--- src/rtl/nway_arbiter_buf_if.sv ---
// Handshake bundle for the N-way buffered arbiter. Tokens are {valid, payload}.
// A token transfers at a rising edge where its valid=1 and the matching stop=0; the producer holds it while stop=1.
interface nway_arbiter_buf_if #(
  parameter int W = 8,
  parameter int N = 4
);
  localparam int SW = $clog2(N);

  logic [N*(W+1)-1:0] in_data;
  logic [N-1:0]       in_back_stop;
  logic [SW:0]        sel;
  logic               sel_back_stop;
  logic [W:0]         out_data;
  logic               down_stop;
  logic [SW:0]        chose;
  logic               chose_down_stop;
  logic               sel_err;
  logic [SW-1:0]      dbg_ptr;

  modport slave (
    input  in_data, sel, down_stop, chose_down_stop,
    output in_back_stop, sel_back_stop, out_data, chose, sel_err, dbg_ptr
  );

  modport master (
    output in_data, sel, down_stop, chose_down_stop,
    input  in_back_stop, sel_back_stop, out_data, chose, sel_err, dbg_ptr
  );
endinterface

--- src/rtl/nway_arbiter_buf.sv ---
// N-way buffered arbiter: per-input FIFOs feed a steered (MODE=0) or round-robin (MODE=1)
// selector that loads two registered output slots (merged token and chosen channel index).
module nway_arbiter_buf #(
  parameter int W     = 8,
  parameter int N     = 4,
  parameter int DEPTH = 2,
  parameter int MODE  = 0
) (
  input  logic              clk,
  input  logic              rst,
  nway_arbiter_buf_if.slave bus
);
  localparam int SW = $clog2(N);
  localparam int AW = (DEPTH > 1) ? $clog2(DEPTH) : 1;
  localparam int CW = $clog2(DEPTH + 1);

  function automatic logic [AW-1:0] f_inc(input logic [AW-1:0] p);
    return (p == AW'(DEPTH - 1)) ? '0 : p + AW'(1);
  endfunction

  logic [W-1:0]  r_mem [N][DEPTH];
  logic [AW-1:0] r_rd  [N];
  logic [AW-1:0] r_wr  [N];
  logic [CW-1:0] r_cnt [N];
  logic [N-1:0]  w_full;
  logic [N-1:0]  w_nempty;
  logic [N-1:0]  w_push;
  logic [N-1:0]  w_pop;

  logic [SW-1:0] r_smem [DEPTH];
  logic [AW-1:0] r_srd;
  logic [AW-1:0] r_swr;
  logic [CW-1:0] r_scnt;
  logic          w_sfull;
  logic          w_snempty;
  logic          w_spush;
  logic          w_spop;
  logic [SW-1:0] w_sel_idx;

  logic [W:0]    r_out_data;
  logic [SW:0]   r_chose;
  logic          r_sel_err;
  logic [SW-1:0] r_ptr;

  logic [SW-1:0] w_grant;
  logic          w_grant_ok;
  logic          w_bad_sel;
  logic          w_both_free;
  logic          w_fire;
  logic          w_drop;
  logic [W-1:0]  w_payload;
  int            w_scan;

  // Full blocks push even when the same edge pops, so stops depend on occupancy only.
  always_comb begin
    for (int i = 0; i < N; i++) begin
      w_full[i]   = (r_cnt[i] == CW'(DEPTH));
      w_nempty[i] = (r_cnt[i] != '0);
      w_push[i]   = bus.in_data[i*(W+1) + W] && !w_full[i];
    end
  end

  assign w_sfull   = (r_scnt == CW'(DEPTH));
  assign w_snempty = (r_scnt != '0);
  assign w_spush   = (MODE == 0) && bus.sel[SW] && !w_sfull;
  assign w_sel_idx = r_smem[r_srd];

  always_ff @(posedge clk) begin
    if (rst) begin
      for (int i = 0; i < N; i++) begin
        r_rd[i]  <= '0;
        r_wr[i]  <= '0;
        r_cnt[i] <= '0;
      end
    end else begin
      for (int i = 0; i < N; i++) begin
        if (w_push[i]) r_wr[i] <= f_inc(r_wr[i]);
        if (w_pop[i])  r_rd[i] <= f_inc(r_rd[i]);
        if (w_push[i] && !w_pop[i])      r_cnt[i] <= r_cnt[i] + CW'(1);
        else if (!w_push[i] && w_pop[i]) r_cnt[i] <= r_cnt[i] - CW'(1);
      end
    end
  end

  always_ff @(posedge clk) begin
    for (int i = 0; i < N; i++) begin
      if (w_push[i]) r_mem[i][r_wr[i]] <= bus.in_data[i*(W+1) +: W];
    end
    if (w_spush) r_smem[r_swr] <= bus.sel[SW-1:0];
  end

  always_ff @(posedge clk) begin
    if (rst) begin
      r_srd  <= '0;
      r_swr  <= '0;
      r_scnt <= '0;
    end else begin
      if (w_spush) r_swr <= f_inc(r_swr);
      if (w_spop)  r_srd <= f_inc(r_srd);
      if (w_spush && !w_spop)      r_scnt <= r_scnt + CW'(1);
      else if (!w_spush && w_spop) r_scnt <= r_scnt - CW'(1);
    end
  end

  // Steered mode never bypasses a waiting sel head; round-robin scans from r_ptr.
  always_comb begin
    w_grant    = '0;
    w_grant_ok = 1'b0;
    w_bad_sel  = 1'b0;
    w_scan     = 0;
    if (MODE == 0) begin
      if (w_snempty) begin
        if (int'(w_sel_idx) < N) begin
          w_grant    = w_sel_idx;
          w_grant_ok = w_nempty[w_sel_idx];
        end else begin
          w_bad_sel = 1'b1;
        end
      end
    end else begin
      for (int k = 0; k < N; k++) begin
        w_scan = int'(r_ptr) + k;
        if (w_scan >= N) w_scan = w_scan - N;
        if (!w_grant_ok && w_nempty[w_scan[SW-1:0]]) begin
          w_grant    = w_scan[SW-1:0];
          w_grant_ok = 1'b1;
        end
      end
    end
  end

  assign w_both_free = (!r_out_data[W] || !bus.down_stop) && (!r_chose[SW] || !bus.chose_down_stop);
  assign w_fire      = w_both_free && w_grant_ok;
  assign w_drop      = w_both_free && w_bad_sel;
  assign w_spop      = (MODE == 0) && (w_fire || w_drop);
  assign w_payload   = r_mem[w_grant][r_rd[w_grant]];

  always_comb begin
    for (int i = 0; i < N; i++) begin
      w_pop[i] = w_fire && (w_grant == SW'(i));
    end
  end

  // Each output slot drains on its own stop; a new fire reloads both together.
  always_ff @(posedge clk) begin
    if (rst) begin
      r_out_data <= '0;
      r_chose    <= '0;
      r_sel_err  <= 1'b0;
      r_ptr      <= '0;
    end else begin
      if (w_fire) begin
        r_out_data <= {1'b1, w_payload};
        r_chose    <= {1'b1, w_grant};
        if (MODE != 0) r_ptr <= (w_grant == SW'(N - 1)) ? '0 : w_grant + SW'(1);
      end else begin
        if (!bus.down_stop)       r_out_data <= '0;
        if (!bus.chose_down_stop) r_chose    <= '0;
      end
      if (w_drop) r_sel_err <= 1'b1;
    end
  end

  assign bus.in_back_stop  = rst ? '1 : w_full;
  assign bus.sel_back_stop = rst || ((MODE == 0) && w_sfull);
  assign bus.out_data      = r_out_data;
  assign bus.chose         = r_chose;
  assign bus.sel_err       = r_sel_err;
  assign bus.dbg_ptr       = r_ptr;
endmodule

--- src/flat_wrapper.sv ---
// flat-port wrapper written by rule: the top's interface ports become plain ports
module nway_arbiter_buf_flat 
#(
  parameter int W     = 8,
  parameter int N     = 4,
  parameter int DEPTH = 2,
  parameter int MODE  = 0
)
  (clk, rst, bus_in_data, bus_sel, bus_down_stop, bus_chose_down_stop, bus_in_back_stop, bus_sel_back_stop, bus_out_data, bus_chose, bus_sel_err, bus_dbg_ptr);
  nway_arbiter_buf_if #(.W(W), .N(N)) bus_i ();
  input  logic clk;
  input  logic rst;
  input wire logic [$bits(bus_i.in_data)-1:0] bus_in_data;
  input wire logic [$bits(bus_i.sel)-1:0] bus_sel;
  input wire logic [$bits(bus_i.down_stop)-1:0] bus_down_stop;
  input wire logic [$bits(bus_i.chose_down_stop)-1:0] bus_chose_down_stop;
  output wire logic [$bits(bus_i.in_back_stop)-1:0] bus_in_back_stop;
  output wire logic [$bits(bus_i.sel_back_stop)-1:0] bus_sel_back_stop;
  output wire logic [$bits(bus_i.out_data)-1:0] bus_out_data;
  output wire logic [$bits(bus_i.chose)-1:0] bus_chose;
  output wire logic [$bits(bus_i.sel_err)-1:0] bus_sel_err;
  output wire logic [$bits(bus_i.dbg_ptr)-1:0] bus_dbg_ptr;
  assign bus_i.in_data = bus_in_data;
  assign bus_i.sel = bus_sel;
  assign bus_i.down_stop = bus_down_stop;
  assign bus_i.chose_down_stop = bus_chose_down_stop;
  assign bus_in_back_stop = bus_i.in_back_stop;
  assign bus_sel_back_stop = bus_i.sel_back_stop;
  assign bus_out_data = bus_i.out_data;
  assign bus_chose = bus_i.chose;
  assign bus_sel_err = bus_i.sel_err;
  assign bus_dbg_ptr = bus_i.dbg_ptr;
  nway_arbiter_buf #(.W(W), .N(N), .DEPTH(DEPTH), .MODE(MODE)) u_core (.clk(clk), .rst(rst), .bus(bus_i));
endmodule
--- config.mk ---
export PLATFORM = sky130hd
export DESIGN_NAME = nway_arbiter_buf_flat
export DESIGN_NICKNAME = d
export VERILOG_FILES = /design/src/rtl/nway_arbiter_buf_if.sv /design/src/rtl/nway_arbiter_buf.sv /design/src/flat_wrapper.sv
export SDC_FILE = /design/constraint.sdc
export NUM_CORES = 1
export LEC_CHECK = 0
export BUFFER_PORTS_ARGS = -buffer_cell sky130_fd_sc_hd__buf_2
export CAP_MARGIN = 10
export CORE_ASPECT_RATIO = 1.4
export CORE_UTILIZATION = 25
export DETAILED_ROUTE_END_ITERATION = 8
export PLACE_DENSITY = 0.37
export SETUP_SLACK_MARGIN = 0.05
export SLEW_MARGIN = 0
export SYNTH_ARGS = -nofsm -noshare
export SYNTH_HDL_FRONTEND = slang
export SYNTH_SLANG_ARGS = --single-unit
--- constraint.sdc ---
create_clock -name clk -period 3 [get_ports clk]
set_input_delay 0.75 -clock clk [delete_from_list [all_inputs] [get_ports clk]]
set_output_delay 0.75 -clock clk [all_outputs]
set_load 0.01 [all_outputs]
==> results.json, run 1 <==
{
  "routed_wl_um": 11600,
  "post_drt_via_cell_ratio": 4.44,
  "internal-power_uw": 2980,
  "antennaDiodeCount": 0,
  "critical_path_class": "reg2reg",
  "routedWlPerCell_um": 18.0,
  "detail_route.iter0.violations": 112,
  "skew_ps": 7.35,
  "switching_share_pct": 33.7,
  "synth_area_leaders": "edfxtp_1 56%, dfxtp_1 7.6%, o32ai_2 2.9%",
  "dr_total_vias": 2862,
  "synth_top_cell_by_area": "edfxtp_1",
  "hold_buffers": 0,
  "synth_fa_ha_area_share_pct": 0.837,
  "place_congestion": 0.779,
  "crit_top_cell": "mux2i_2",
  "synthMuxAreaShare_pct": 5.19,
  "overflow": 0,
  "yosysMostFrequentCell": "edfxtp_1",
  "tightestPinTransition_ps": 978,
  "postSynthAreaPerCell_um2": 13.0,
  "grt_pass1_vias": 3009,
  "synth-simple-area-share_pct": 14.5,
  "p_leak_uw": 0.00203,
  "dp_hpwl_um": 8900,
  "power_frac_comb_pct": 31.5,
  "p_seq_share_pct": 42.2,
  "clockRootBuffer": "clkbuf_16",
  "grt_pass1_wl_um": 17400,
  "crit_chain": "mux2_2 -> mux2i_2 -> mux2i_2 -> o21ai_1 -> o32ai_2",
  "fp.dieH_um": 160,
  "crit_path_end_kind": "flip-flop",
  "async_flop_share_pct": 0,
  "tns_ps": 0,
  "setup_viol": 0,
  "slowest_stage": "o21ai_1",
  "drcViolationCount": 0,
  "synth_top_area_share_pct": 56.2,
  "crit_arrival_ps": 2790,
  "p_switching_uw": 1520,
  "port_buffers": 59,
  "grt.total_usage_pct": 13.3,
  "irDropWorstVdd_v": 0.000275,
  "cp-start-kind": "flip-flop",
  "whs_ps": 469,
  "p_clk_share_pct": 26.3,
  "path_delay_family": "multiplexers",
  "synth_area_mm2": 0.00449,
  "initial_core_util_pct": 25.7,
  "crit_buf_inv": 0,
  "rsz0062_at_grt": "false",
  "synth_xor_area_share_pct": 1.56,
  "maxSlewHeadroom_pct": 34.4,
  "drt_pass1_iterations": 4,
  "netlist_top_cells_count": "84 x edfxtp_1, 27 x nand2_1, 19 x nand2b_1",
  "crit_path_max_incr_delay_ps": 810,
  "ys_types": 43,
  "syn_inst": 346,
  "status": "complete, no violations",
  "cp_max_fo": 21,
  "clk_latency_ps": 340,
  "num_io_pins": 63,
  "tritoncts": "done",
  "fillerInstances": 1817,
  "numCtsBuffers": 9,
  "cts_setup_buffers": 0,
  "ys_seq_elements": 101,
  "h-tree-depth": 3,
  "ant_nets": 0,
  "max_freq_mhz": 384,
  "post_cts_resized": 0,
  "yosysSeqAreaShare_pct": 63.8,
  "synth-edff-count": 84,
  "rows": 57,
  "synth_top_family_by_area": "simple AND/OR/NAND/NOR gates",
  "grt_antenna_before_repair": 0,
  "cts_max_path_buffers": 2,
  "hp-class": "reg2reg",
  "path_clk_slew_ps": 70,
  "ys.flop_type": "edfxtp_1",
  "drv_cap": 0,
  "coreArea_mm2": 0.0175,
  "final_hold_viol_count": 0,
  "finalCriticalPeriod_ps": 2610,
  "die_area_mm2": 0.0185,
  "nNetsFinal": 450,
  "synth_warnings": 0,
  "final_util_pct": 30.5,
  "required_ps": 3180,
  "synth_compound_area_share_pct": 11.1,
  "clock_sinks": 101,
  "layout-drive-gt1-share_pct": 24.0,
  "area_growth_pct": 19.0,
  "power-per-cell-area_mw_per_mm2": 844,
  "finalCritPeriodShare_pct": 86.8,
  "grt_max_degree": 34,
  "dieWidth_um": 115,
  "drv_slew": 0
}
==> power by group through the flow <==
stage	combinational (µW)	clock [µW]	sequential, µW
final	1420	1190	1900
after global routing	1580	1280	1930
after CTS	1450	1220	1900
after detailed placement	1440	0	1930
after global placement	1430	0	1930
after floorplan	1030	0	1900
==> per-stage QoR <==
step           std cells  area [µm²]  setup slack [ps]  total power, µW
3_3_place_gp         629        5030               519             3360
6_report             645        5340               395             4500
3_5_place_dp         629        5030               421             3380
4_1_cts              645        5340               399             4570
5_1_grt              645        5340               229             4780
2_1_floorplan        348        4490               818             2930
==> worst min-delay path, cell delays in order (launching register included) <==
cell and delay [ps]:
dfxtp_1 310, inv_1 60, o32ai_2 50
==> routing by layer <==
| layer | track usage [%] | up-vias | share of wire [%] |
|---|---|---|---|
| li1 | - | 1402 | - |
| met1 | 14.6 | 1395 | 40 |
| met2 | 24.5 | 53 | 55 |
| met3 | 2.83 | 12 | 3.3 |
| met4 | 5.08 | 0 | 1.7 |
| met5 | 0 | - | 0 |
==> final cells by class <==
type                       count  area, µm²  share of cell area [%]
clock buffer                  10        239                    4.48
sequential                   101       2860                    53.6
multi-input combinational    217       1500                    28.2
tap                          236        295                    5.53
inverter                      11       41.3                   0.774
timing repair buffer          64        333                    6.24
clock inverter                 6       62.6                    1.17
==> flip-flops by register name, summed over array words and instances (netlist names), named ones only <==
| name | cells |
|---|---|
| u_core.bus.chose | 3 |
| u_core.bus.out_data | 9 |
| u_core.r_cnt | 8 |
| u_core.r_mem | 64 |
| u_core.r_rd | 4 |
| u_core.r_scnt | 2 |
| u_core.r_smem | 4 |
| u_core.r_srd | 1 |
| u_core.r_swr | 1 |
| u_core.r_wr | 4 |
==> final timing paths <==
check	from	to	slack (ps)	depth (start not counted)
max	flip-flop	u_core.bus.out_data[3]	390	5
min	u_core.bus.out_data[0]	u_core.bus.out_data[0]	470	2
max reg2reg	flip-flop	u_core.bus.out_data[3]	390	5
min reg2reg	u_core.bus.out_data[0]	u_core.bus.out_data[0]	470	2
==> kinds of logic (layout without fill, tap and decap cells) <==
kind of cell,count (synthesis),count (layout)
flip-flops,101,101
AND/OR/NAND/NOR,122,122
AO/OA/AOI/OAI,60,60
buffers and inverters,30,91
adder cells (fa/ha/maj),3,3
XOR/XNOR,8,8
multiplexers,21,21
other,1,3
==> cells in the final DEF (no fill, tap or decap), drive strengths merged, types with 5 or more instances in the layout <==
cell and n:
edfxtp 84, buf 64, nand2 27, nand2b 19, dfxtp 17, a21oi 15, nor2 15, mux2i 15
and3 14, nand3 12, inv 11, clkbuf 10, a22oi 8, o211a 8, a211o 8, o32ai 8
nor3 8, o21ai 7, mux2 6, nor2b 5, or2 5
No activity file was read; power rests on OpenSTA's default activity.
==> run 2, diff against run 1 <==
Settings changed: HOLD_SLACK_MARGIN set to 0.12, PLACE_DENSITY 0.37 to not set.
==> run 2 against run 1 <==
  * Via count up 3.7%
  * Register-to-register slack got worse by 50 ps
  * Wire length shrank 2.6%
  * Clock skew is 1.9 ps lower
  * Worst setup slack got worse by 47 ps
  * Flip-flop and latch count is the same
  * First-iteration DRC count is 37% higher
  * Fmax decreased by 1.8%
  * Utilization decreased by 0.079 points
  * Cell area is 0.26% lower
==> results.json, run 2 (synthesized netlist as in run 1, its figures left out) <==
{
  "status": "complete, no violations",
  "grt.busiest_layer": "met2",
  "max_freq_mhz": 377,
  "irDropWorstVdd_v": 0.000316,
  "post_cts_resized": 0,
  "crit_chain": "mux2_2 -> mux2i_2 -> mux2i_2 -> o21ai_1 -> o32ai_2",
  "finalCriticalPeriod_ps": 2650,
  "critical_path_class": "reg2reg",
  "fin_total_pwr_uw": 4480,
  "drcViolationCount": 0,
  "dp_hpwl_um": 8750,
  "crit_path_end_kind": "flip-flop",
  "clk_latency_ps": 340,
  "cts_setup_buffers": 0,
  "grt_pass1_vias": 3133,
  "grt_max_degree": 33,
  "tns_ps": 0,
  "grt_antenna_before_repair": 0,
  "port_buffers": 59,
  "rsz0062_at_grt": "false",
  "rr_worst_depth": 5,
  "grt.total_usage_pct": 12.7,
  "cp-start-kind": "flip-flop",
  "nNetsFinal": 449,
  "coreArea_mm2": 0.0175,
  "grt_use_met1_pct": 14.1,
  "p_switching_uw": 1500,
  "final_common_cell": "edfxtp_1",
  "skew_ps": 5.43,
  "crit_top_cell": "mux2i_2",
  "rows": 57,
  "numCtsBuffers": 9,
  "hold_buffers": 0,
  "use_met3_pct": 2.34,
  "cp_max_fo": 21,
  "dr_total_vias": 2967,
  "largest_register_ff_count": 64,
  "h-tree-depth": 3,
  "r2r_end": "u_core.bus.out_data[0]",
  "maxSlewHeadroom_pct": 33.3,
  "routedWlPerCell_um": 17.6,
  "final_cell_mix": "84 x edfxtp_1, 59 x buf_2, 27 x nand2_1, 19 x nand2b_1, 17 x dfxtp_1",
  "drv_cap": 0,
  "cts_max_path_buffers": 2,
  "drt_pass1_iterations": 4,
  "place_congestion": 0.878,
  "whs_path_depth": 2,
  "p_leak_uw": 0.00202,
  "die_area_mm2": 0.0185,
  "area_growth_pct": 18.7,
  "detail_route.iter0.violations": 153,
  "clockRootBuffer": "clkbuf_16",
  "routed_wl_um": 11300,
  "finalCritPeriodShare_pct": 88.4,
  "power_frac_comb_pct": 31.7,
  "clock_sinks": 101,
  "internal-power_uw": 2980,
  "grt_pass1_wl_um": 17100,
  "hold_start": "u_core.bus.out_data[6]",
  "switching_share_pct": 33.5,
  "whs_endpoint": "u_core.bus.out_data[6]",
  "setup_viol": 0,
  "overflow": 0,
  "required_ps": 3180,
  "layout-drive-gt1-share_pct": 23.3,
  "dieWidth_um": 115,
  "path_clk_slew_ps": 70,
  "fp.dieH_um": 160,
  "antennaDiodeCount": 0,
  "initial_core_util_pct": 25.7,
  "tritoncts": "done",
  "fillerInstances": 1781,
  "p_clk_share_pct": 25.8,
  "final_hold_viol_count": 0,
  "hp-class": "reg2reg",
  "use_met2_pct": 23.4,
  "slowest_stage": "o21ai_1",
  "ant_nets": 0,
  "crit_arrival_ps": 2840,
  "crit_path_max_incr_delay_ps": 820,
  "tightestPinTransition_ps": 994,
  "post_drt_via_cell_ratio": 4.61,
  "drv_slew": 0,
  "rrSetupSlack_ps": 350,
  "num_io_pins": 63,
  "p_seq_share_pct": 42.6,
  "power-per-cell-area_mw_per_mm2": 842
}
## run 2: cell types whose count changed in the layout (fill, tap and decap cells not counted), sizes merged
cell	previous run	this run
buf	64	63
clkbuf	10	12
clkinv	3	1
## run 2: worst max-delay path, delay by kind of cell, from the launching register on
kind               cells  cell delay (ps)
muxes                  3             1040
AOI/OAI and AO/OA      2             1010
DFF                    1              430
## run 2: layout make-up
cell class	instances	area, µm²	area share [%]
Sequential cell	101	2860	53.8
Inverter	11	41.3	0.776
Multi-Input combinational cell	217	1500	28.2
Tap cell	236	295	5.55
Timing Repair Buffer	63	325	6.11
Clock buffer	12	246	4.63
Clock inverter	4	48.8	0.917
## run 2: through the flow
stage          std cells  utilization (%)  hold WS (ps)  instance area, µm²  setup WS [ps]
5_1_grt              644             30.5           513                5320            150
6_report             644             30.5           479                5320            347
3_3_place_gp         628             28.8           473                5030            607
4_1_cts              644             30.5           479                5320            386
2_1_floorplan        348                -           482                4490            818
3_5_place_dp         628             28.8           470                5030            406
## run 2: power groups by stage
stage               registers [µW]  clock network (µW)  logic, µW
detailed placement            1940                   0       1410
CTS                           1910                1180       1420
floorplan                     1900                   0       1030
finish                        1910                1150       1420
global route                  1930                1210       1550
global placement              1930                   0       1360
## run 2: worst max-delay path by stage
stage | from | end | slack [ps] | cells after the start
after floorplan | flip-flop | u_core.r_cnt[0][0] | 820 | 5
after global placement | flip-flop | u_core.r_scnt[1] | 610 | 7
after detailed placement | flip-flop | u_core.bus.out_data[0] | 410 | 5
after CTS | flip-flop | u_core.bus.out_data[0] | 390 | 5
after global routing | flip-flop | u_core.bus.out_data[3] | 150 | 5
final | flip-flop | u_core.bus.out_data[0] | 350 | 5
## run 2: layer usage
metal | part of all wire, % | vias to the layer above
met5 | 0 | -
met4 | 2.3 | 0
met3 | 4.2 | 17
met2 | 55 | 90
met1 | 39 | 1456
li1 | - | 1404
